[config.mk]
export PLATFORM = sky130hd
export DESIGN_NAME = sevenseg_capture
export DESIGN_NICKNAME = d
export VERILOG_FILES = /design/src/rtl/sevenseg_pkg.sv /design/src/rtl/sevenseg_pattern_decode.sv /design/src/rtl/sevenseg_capture.sv
export SDC_FILE = /design/constraint.sdc
export NUM_CORES = 1
export LEC_CHECK = 0
export CAP_MARGIN = 20
export CORE_ASPECT_RATIO = 0.9
export CORE_MARGIN = 5
export CORE_UTILIZATION = 35
export DETAILED_ROUTE_END_ITERATION = 12
export PLACE_DENSITY = 0.53
export SLEW_MARGIN = 20
export SYNTH_ARGS = -nofsm -noshare
export SYNTH_HDL_FRONTEND = slang
export SYNTH_SLANG_ARGS = --single-unit
[constraint.sdc]
create_clock -name clk -period 6.22 [get_ports clk]
set_input_delay 1.866 -clock clk [delete_from_list [all_inputs] [get_ports clk]]
set_output_delay 1.866 -clock clk [all_outputs]
set_load 0.01 [all_outputs]
[src/rtl/sevenseg_pkg.sv]
// Shared types and decode table for the seven-segment capture block.
// Segment patterns are active-low, written as {g,f,e,d,c,b,a}.
package sevenseg_pkg;

  typedef logic [6:0] seg_t;

  localparam seg_t SEG_BLANK = 7'b1111111;

  localparam seg_t SEG_HEX [16] = '{
    7'b1000000, 7'b1111001, 7'b0100100, 7'b0110000,
    7'b0011001, 7'b0010010, 7'b0000010, 7'b1111000,
    7'b0000000, 7'b0011000, 7'b0001000, 7'b0000011,
    7'b1000110, 7'b0100001, 7'b0000110, 7'b0001110
  };

  typedef struct packed {
    logic       err;
    logic       blank;
    logic [3:0] nibble;
  } seg_dec_t;

  typedef enum logic {
    SLOT_EMPTY = 1'b0,
    SLOT_FULL  = 1'b1
  } slot_state_e;

  function automatic seg_dec_t seg_decode(input seg_t seg);
    seg_dec_t r;
    r.err    = 1'b1;
    r.blank  = 1'b0;
    r.nibble = 4'h0;
    if (seg == SEG_BLANK) begin
      r.err   = 1'b0;
      r.blank = 1'b1;
    end else begin
      for (int unsigned i = 0; i < 16; i++) begin
        if (seg == SEG_HEX[i]) begin
          r.err    = 1'b0;
          r.nibble = 4'(i);
        end
      end
    end
    return r;
  endfunction

endpackage

[src/rtl/sevenseg_pattern_decode.sv]
// Combinational segment pattern to {nibble, blank, err} decoder.
module sevenseg_pattern_decode
  import sevenseg_pkg::*;
(
  input  seg_t       seg_i,
  output logic [3:0] nibble_o,
  output logic       blank_o,
  output logic       err_o
);

  seg_dec_t dec;

  always_comb begin
    dec      = seg_decode(seg_i);
    nibble_o = dec.nibble;
    blank_o  = dec.blank;
    err_o    = dec.err;
  end

endmodule

[src/rtl/sevenseg_capture.sv]
// Seven-segment display readback: synchronise, debounce, decode, commit per digit, emit change events.
// Optional decimal-point capture is enabled with `define SEVENSEG_CAP_DP_EN.
module sevenseg_capture
  import sevenseg_pkg::*;
#(
  parameter int unsigned DIGITS        = 4,
  parameter int unsigned STABLE_CYCLES = 4
) (
  input  logic                                       clk,
  input  logic                                       reset_n,
  input  logic [6:0]                                 seg_in,
  input  logic [DIGITS-1:0]                          dig_sel,
  output logic [4*DIGITS-1:0]                        digit_val,
  output logic [DIGITS-1:0]                          digit_blank,
  output logic [DIGITS-1:0]                          digit_err,
  output logic                                       upd_valid,
  input  logic                                       upd_ready,
  output logic [((DIGITS > 1) ? $clog2(DIGITS) : 1)-1:0] upd_digit,
  output logic                                       upd_ovf
`ifdef SEVENSEG_CAP_DP_EN
  ,
  input  logic                                       seg_dp,
  output logic [DIGITS-1:0]                          digit_dp
`endif
);

  localparam int unsigned IDX_W = (DIGITS > 1) ? $clog2(DIGITS) : 1;
  localparam int unsigned CNT_W = $clog2(STABLE_CYCLES + 1);
  localparam logic [CNT_W-1:0] CNT_MAX = CNT_W'(STABLE_CYCLES);

  seg_t              seg_s1_q, seg_s2_q, seg_prev_q;
  logic [DIGITS-1:0] sel_s1_q, sel_s2_q, sel_prev_q;
  logic [CNT_W-1:0]  cnt_q, cnt_d;

  logic [4*DIGITS-1:0] val_q, val_d;
  logic [DIGITS-1:0]   blank_q, blank_d;
  logic [DIGITS-1:0]   err_q, err_d;

  slot_state_e      slot_q, slot_d;
  logic [IDX_W-1:0] upd_digit_q, upd_digit_d;
  logic             ovf_q, ovf_d;

  logic             sel_onehot, same, commit, changed;
  logic [IDX_W-1:0] sel_idx;
  logic [3:0]       dec_nibble;
  logic             dec_blank, dec_err;

`ifdef SEVENSEG_CAP_DP_EN
  logic              dp_s1_q, dp_s2_q, dp_prev_q;
  logic [DIGITS-1:0] dp_q, dp_d;
`endif

  sevenseg_pattern_decode u_dec (
    .seg_i    (seg_s2_q),
    .nibble_o (dec_nibble),
    .blank_o  (dec_blank),
    .err_o    (dec_err)
  );

  always_comb begin
    sel_onehot = (sel_s2_q != '0) && ((sel_s2_q & (sel_s2_q - DIGITS'(1))) == '0);
    same       = sel_onehot && (seg_s2_q == seg_prev_q) && (sel_s2_q == sel_prev_q);
`ifdef SEVENSEG_CAP_DP_EN
    same       = same && (dp_s2_q == dp_prev_q);
`endif
    if (same) begin
      cnt_d = (cnt_q == CNT_MAX) ? cnt_q : cnt_q + CNT_W'(1);
    end else begin
      cnt_d = sel_onehot ? CNT_W'(1) : '0;
    end
    // A saturated count that merely holds is the same run; a fresh run reaching the max commits.
    commit = (cnt_d == CNT_MAX) && !(same && (cnt_q == CNT_MAX));
  end

  always_comb begin
    val_d   = val_q;
    blank_d = blank_q;
    err_d   = err_q;
    changed = 1'b0;
    sel_idx = '0;
`ifdef SEVENSEG_CAP_DP_EN
    dp_d    = dp_q;
`endif
    for (int unsigned i = 0; i < DIGITS; i++) begin
      if (sel_s2_q[i]) begin
        sel_idx = sel_idx | IDX_W'(i);
        if (commit) begin
          if ({val_q[4*i +: 4], blank_q[i], err_q[i]} != {dec_nibble, dec_blank, dec_err}) begin
            changed = 1'b1;
          end
          val_d[4*i +: 4] = dec_nibble;
          blank_d[i]      = dec_blank;
          err_d[i]        = dec_err;
`ifdef SEVENSEG_CAP_DP_EN
          // digit_dp is held active-high: 1 means the point was lit.
          if (dp_q[i] != ~dp_s2_q) changed = 1'b1;
          dp_d[i] = ~dp_s2_q;
`endif
        end
      end
    end
  end

  always_comb begin
    slot_d      = slot_q;
    upd_digit_d = upd_digit_q;
    ovf_d       = ovf_q;
    unique case (slot_q)
      SLOT_EMPTY: begin
        if (changed) begin
          slot_d      = SLOT_FULL;
          upd_digit_d = sel_idx;
        end
      end
      SLOT_FULL: begin
        if (upd_ready) begin
          if (changed) upd_digit_d = sel_idx;
          else         slot_d      = SLOT_EMPTY;
        end else if (changed) begin
          ovf_d = 1'b1;
        end
      end
      default: slot_d = SLOT_EMPTY;
    endcase
  end

  always_ff @(posedge clk or negedge reset_n) begin
    if (!reset_n) begin
      seg_s1_q    <= '0;
      seg_s2_q    <= '0;
      seg_prev_q  <= '0;
      sel_s1_q    <= '0;
      sel_s2_q    <= '0;
      sel_prev_q  <= '0;
      cnt_q       <= '0;
      val_q       <= '0;
      blank_q     <= '1;
      err_q       <= '0;
      slot_q      <= SLOT_EMPTY;
      upd_digit_q <= '0;
      ovf_q       <= 1'b0;
    end else begin
      seg_s1_q    <= seg_in;
      seg_s2_q    <= seg_s1_q;
      seg_prev_q  <= seg_s2_q;
      sel_s1_q    <= dig_sel;
      sel_s2_q    <= sel_s1_q;
      sel_prev_q  <= sel_s2_q;
      cnt_q       <= cnt_d;
      val_q       <= val_d;
      blank_q     <= blank_d;
      err_q       <= err_d;
      slot_q      <= slot_d;
      upd_digit_q <= upd_digit_d;
      ovf_q       <= ovf_d;
    end
  end

`ifdef SEVENSEG_CAP_DP_EN
  always_ff @(posedge clk or negedge reset_n) begin
    if (!reset_n) begin
      dp_s1_q   <= 1'b0;
      dp_s2_q   <= 1'b0;
      dp_prev_q <= 1'b0;
      dp_q      <= '0;
    end else begin
      dp_s1_q   <= seg_dp;
      dp_s2_q   <= dp_s1_q;
      dp_prev_q <= dp_s2_q;
      dp_q      <= dp_d;
    end
  end

  assign digit_dp = dp_q;
`endif

  assign digit_val   = val_q;
  assign digit_blank = blank_q;
  assign digit_err   = err_q;
  assign upd_valid   = (slot_q == SLOT_FULL);
  assign upd_digit   = upd_digit_q;
  assign upd_ovf     = ovf_q;

endmodule

==> flow_summary_export.csv <==
group,metric,value,unit
global_routing,track_usage,0.134,
timing,hold_viol,0,
timing,fmax,294,MHz
yosys,synth-compound-area-share,0.124,
pwr,peakVddDrop,0.107,mV
pwr,power.density,216,nW/um2
yosys,postSynth.asyncResetShare,1.00,
timing,finClkSkew,0.00842,ns
yosys,synth_simple_gate_area_frac,0.140,
hold_path,hold_path_class,"reg -> reg",
route,wl_per_cell,15.6,um
critical_path,cp_num_buf_inv,0,
timing,timing.hold.ws,0.348,ns
yosys,yosys.area.top_type,"dfrtp_1",
placement,gp_congestion,0.786,
yosys,postSynthAreaPerCell,12.1,um2
final_layout,fin_util,0.433,
critical_path,start_kind,"flip-flop",
critical_path,path_cells,"or3b_2, nor4b_1, a311o_1, xor2_2, a2111oi_2, a31oi_1, o41ai_2, mux2i_1",
yosys,synth_edf_count,0,
yosys,ys_ff_latch,64,
clock_tree,root_buffer,"clkbuf_8",
timing,rsz0062_at_grt,"no",
clock_tree,cts_buffer_depth,2,
floorplan,rows,32,
clock_tree,clock-sinks,64,
final_layout,syn_to_final_growth,19.9,%
route,firstDrtPassIters,4,
global_routing,overflow,0,
critical_path,slowest_delay,0.65,ns
route,routed_via_density,5.04,
timing,finalCritPeriodShare,0.547,
route,detail_route.wirelength,6560,um
critical_path,crit_cells,8,
route,ant_nets,0,
yosys,ys_seq_area_frac,0.514,
floorplan,die_x,110,um
clock_tree,path_clk_slew,0.06,ns
critical_path,crit_family,"compound AO/OA/AOI/OAI gates",
timing,setup_viol,0,
final_layout,antennaDiodeCount,0,
pwr,p_leak,1.60,nW
critical_path,reg2reg_setup_slack,2.82,ns
global_routing,antenna_found_initial,0,
clock_tree,cts_buffers,9,
yosys,synth_top_family_by_area,"simple AND/OR/NAND/NOR gates",
placement,place_worst_setup_slack,2.88,ns
yosys,yosysMostFrequentCell,"dfrtp_1",
critical_path,reg2reg_depth,8,
critical_path,cp_slowest_cell,"dfrtp_1",
yosys,syn_nets,274,
timing,max_slew_margin,0.477,
yosys,synthCells,258,
global_routing,grt_pass1_vias,2115,
global_routing,grt_pass1_wl,11300,um
placement,io_buffers,41,
route,drcViolationCount,0,
floorplan,chipHeight,99.7,um
timing,min_period,3.40,ns
critical_path,crit_fanout,17,
critical_path,endpoint_kind,"flip-flop",
timing,worst_slack,2.82,ns
clock_tree,cts_tree,"yes",
pwr,total_power,0.000810,W
critical_path,worstPathRequired,6.48,ns
timing,tightest_slew,0.785,ns
final_layout,drive_gt1_frac,0.198,
clock_tree,h-tree-depth,3,
yosys,yosys_warnings,0,
yosys,netlist_area,3130,um2
critical_path,cp.arrival,3.66,ns
clock_tree,cts_resized,0,
floorplan,start_util,0.362,
floorplan,io_pins,42,
yosys,synthDistinctLibCells,62,
floorplan,dieArea,10900,um2
run,max_cap_violations,0,
critical_path,startpoint,"seg_s2_q[3]$_DFF_PN0_",
critical_path,endpoint,"upd_digit[0]$_DFFE_PN0P_",
clock_tree,cts_setup_buffers,0,
final_layout,nets,315,
outcome,status,"completed",
clock_tree,postCtsHoldBufs,0,
route,route.vias.total,2125,
global_routing,grt_max_degree,65,
clock_tree,clk_latency,0.34,ns
yosys,yosys-top-cells-count,"60 x dfrtp_1, 24 x xor2_1, 20 x mux2_2, 13 x nand2_1, 10 x nor2_1",
critical_path,critical_path_class,"reg -> reg",
critical_path,r2r_end,"upd_digit[0]$_DFFE_PN0P_",
timing,fin_tns_setup,0,ns
yosys,synth_top_area_share,0.480,
route,drtIter0Drc,124,
critical_path,r2r_start,"seg_s2_q[3]$_DFF_PN0_",
timing,final-max-slew-violation-count,0,
yosys,synth.area.top_cells,"dfrtp_1 48%, mux2_2 7.2%, xor2_1 6.7%, dfstp_2 3.4%, xnor2_1 2.0%",
yosys,synth-xor-area-share,0.0920,
yosys,synthMuxAreaShare,0.0752,
yosys,synth_fa_ha_area_frac,0.00800,
placement,place_hpwl,4640,um
yosys,synth-main-ff-cell,"dfrtp_1",
floorplan,core,8650,um2
## cells by family after synthesis
group / Yosys count
simple gates: 70
flops: 64
mux: 21
buf+inv: 21
xor+xnor: 32
compound gates: 48
fa+ha+maj: 2
## registers in the layout, summed over array words and instances (netlist names)
register     flops
upd_ovf          1
digit_err        4
seg_s1_q         7
cnt_q            3
upd_valid        1
sel_s2_q         4
digit_val       16
sel_prev_q       4
seg_s2_q         7
digit_blank      4
sel_s1_q         4
upd_digit        2
seg_prev_q       7
## stage by stage
| step | area, um2 | cells |
|---|---|---|
| after global placement | 3580 | 407 |
| final | 3750 | 422 |
| after CTS | 3750 | 422 |
| after floorplan | 3130 | 258 |
| after detailed placement | 3580 | 407 |
| after global routing | 3750 | 422 |
## cell usage in the layout, fill, tap and decap left out, drive strengths merged, types with 2 or more instances in the layout
cell and instances:
mux2 20, dfrtp 60, nor4b 2, nor2 10, o31ai 4, clkbuf 12, nor3 11, a31oi 4
and4bb 2, xnor2 7, a2111oi 2, nor2b 2, xor2 25, nor4 5, clkdlybuf4s50 40, o21ai 9
inv 9, clkinv 2, and4 2, nand2b 3, buf 2, or3 2, nand2 16, o211ai 7
nor3b 3, ha 2, a21oi 6, nand3 3, a211oi 2, a32o 2, dfstp 4, nand4b 3
## final cells by class
class / instances / area, um2
Multi-Input combinational cell: 173 / 1370
Tap cell: 119 / 149
Fill cell: 842 / 4900
Clock inverter: 3 / 17.5
Clock buffer: 12 / 155
Timing Repair Buffer: 42 / 413
Sequential cell: 64 / 1610
Inverter: 9 / 33.8
## worst min-delay path by stage
stage	from	end	slack [ns]	depth (start not counted)
global placement	seg_s1_q[3]$_DFF_PN0_	seg_s2_q[3]$_DFF_PN0_	0.33	0
detailed placement	seg_s1_q[1]$_DFF_PN0_	seg_s2_q[1]$_DFF_PN0_	0.33	0
finish	seg_s1_q[1]$_DFF_PN0_	seg_s2_q[1]$_DFF_PN0_	0.35	0
global route	seg_s1_q[5]$_DFF_PN0_	seg_s2_q[5]$_DFF_PN0_	0.35	0
floorplan	seg_s1_q[0]$_DFF_PN0_	seg_s2_q[0]$_DFF_PN0_	0.33	0
CTS	seg_s1_q[1]$_DFF_PN0_	seg_s2_q[1]$_DFF_PN0_	0.35	0
## report_power, final
group / leakage, nW / switching, W / internal (W) / total [W]
Sequential: 0.791 / 0.0000165 / 0.000428 / 0.000444
Combinational: 0.725 / 0.0000295 / 0.0000262 / 0.0000557
Clock: 0.0882 / 0.000148 / 0.000163 / 0.000310
## routing by layer
layer  track usage  wire [um]  up-vias
met2         0.183       2880       53
met4        0.0518        129        0
met3        0.0409        357       14
li1              -          -     1006
met5             0          0        -
met1         0.197       3200     1052
(Power assumes the default switching activity.)
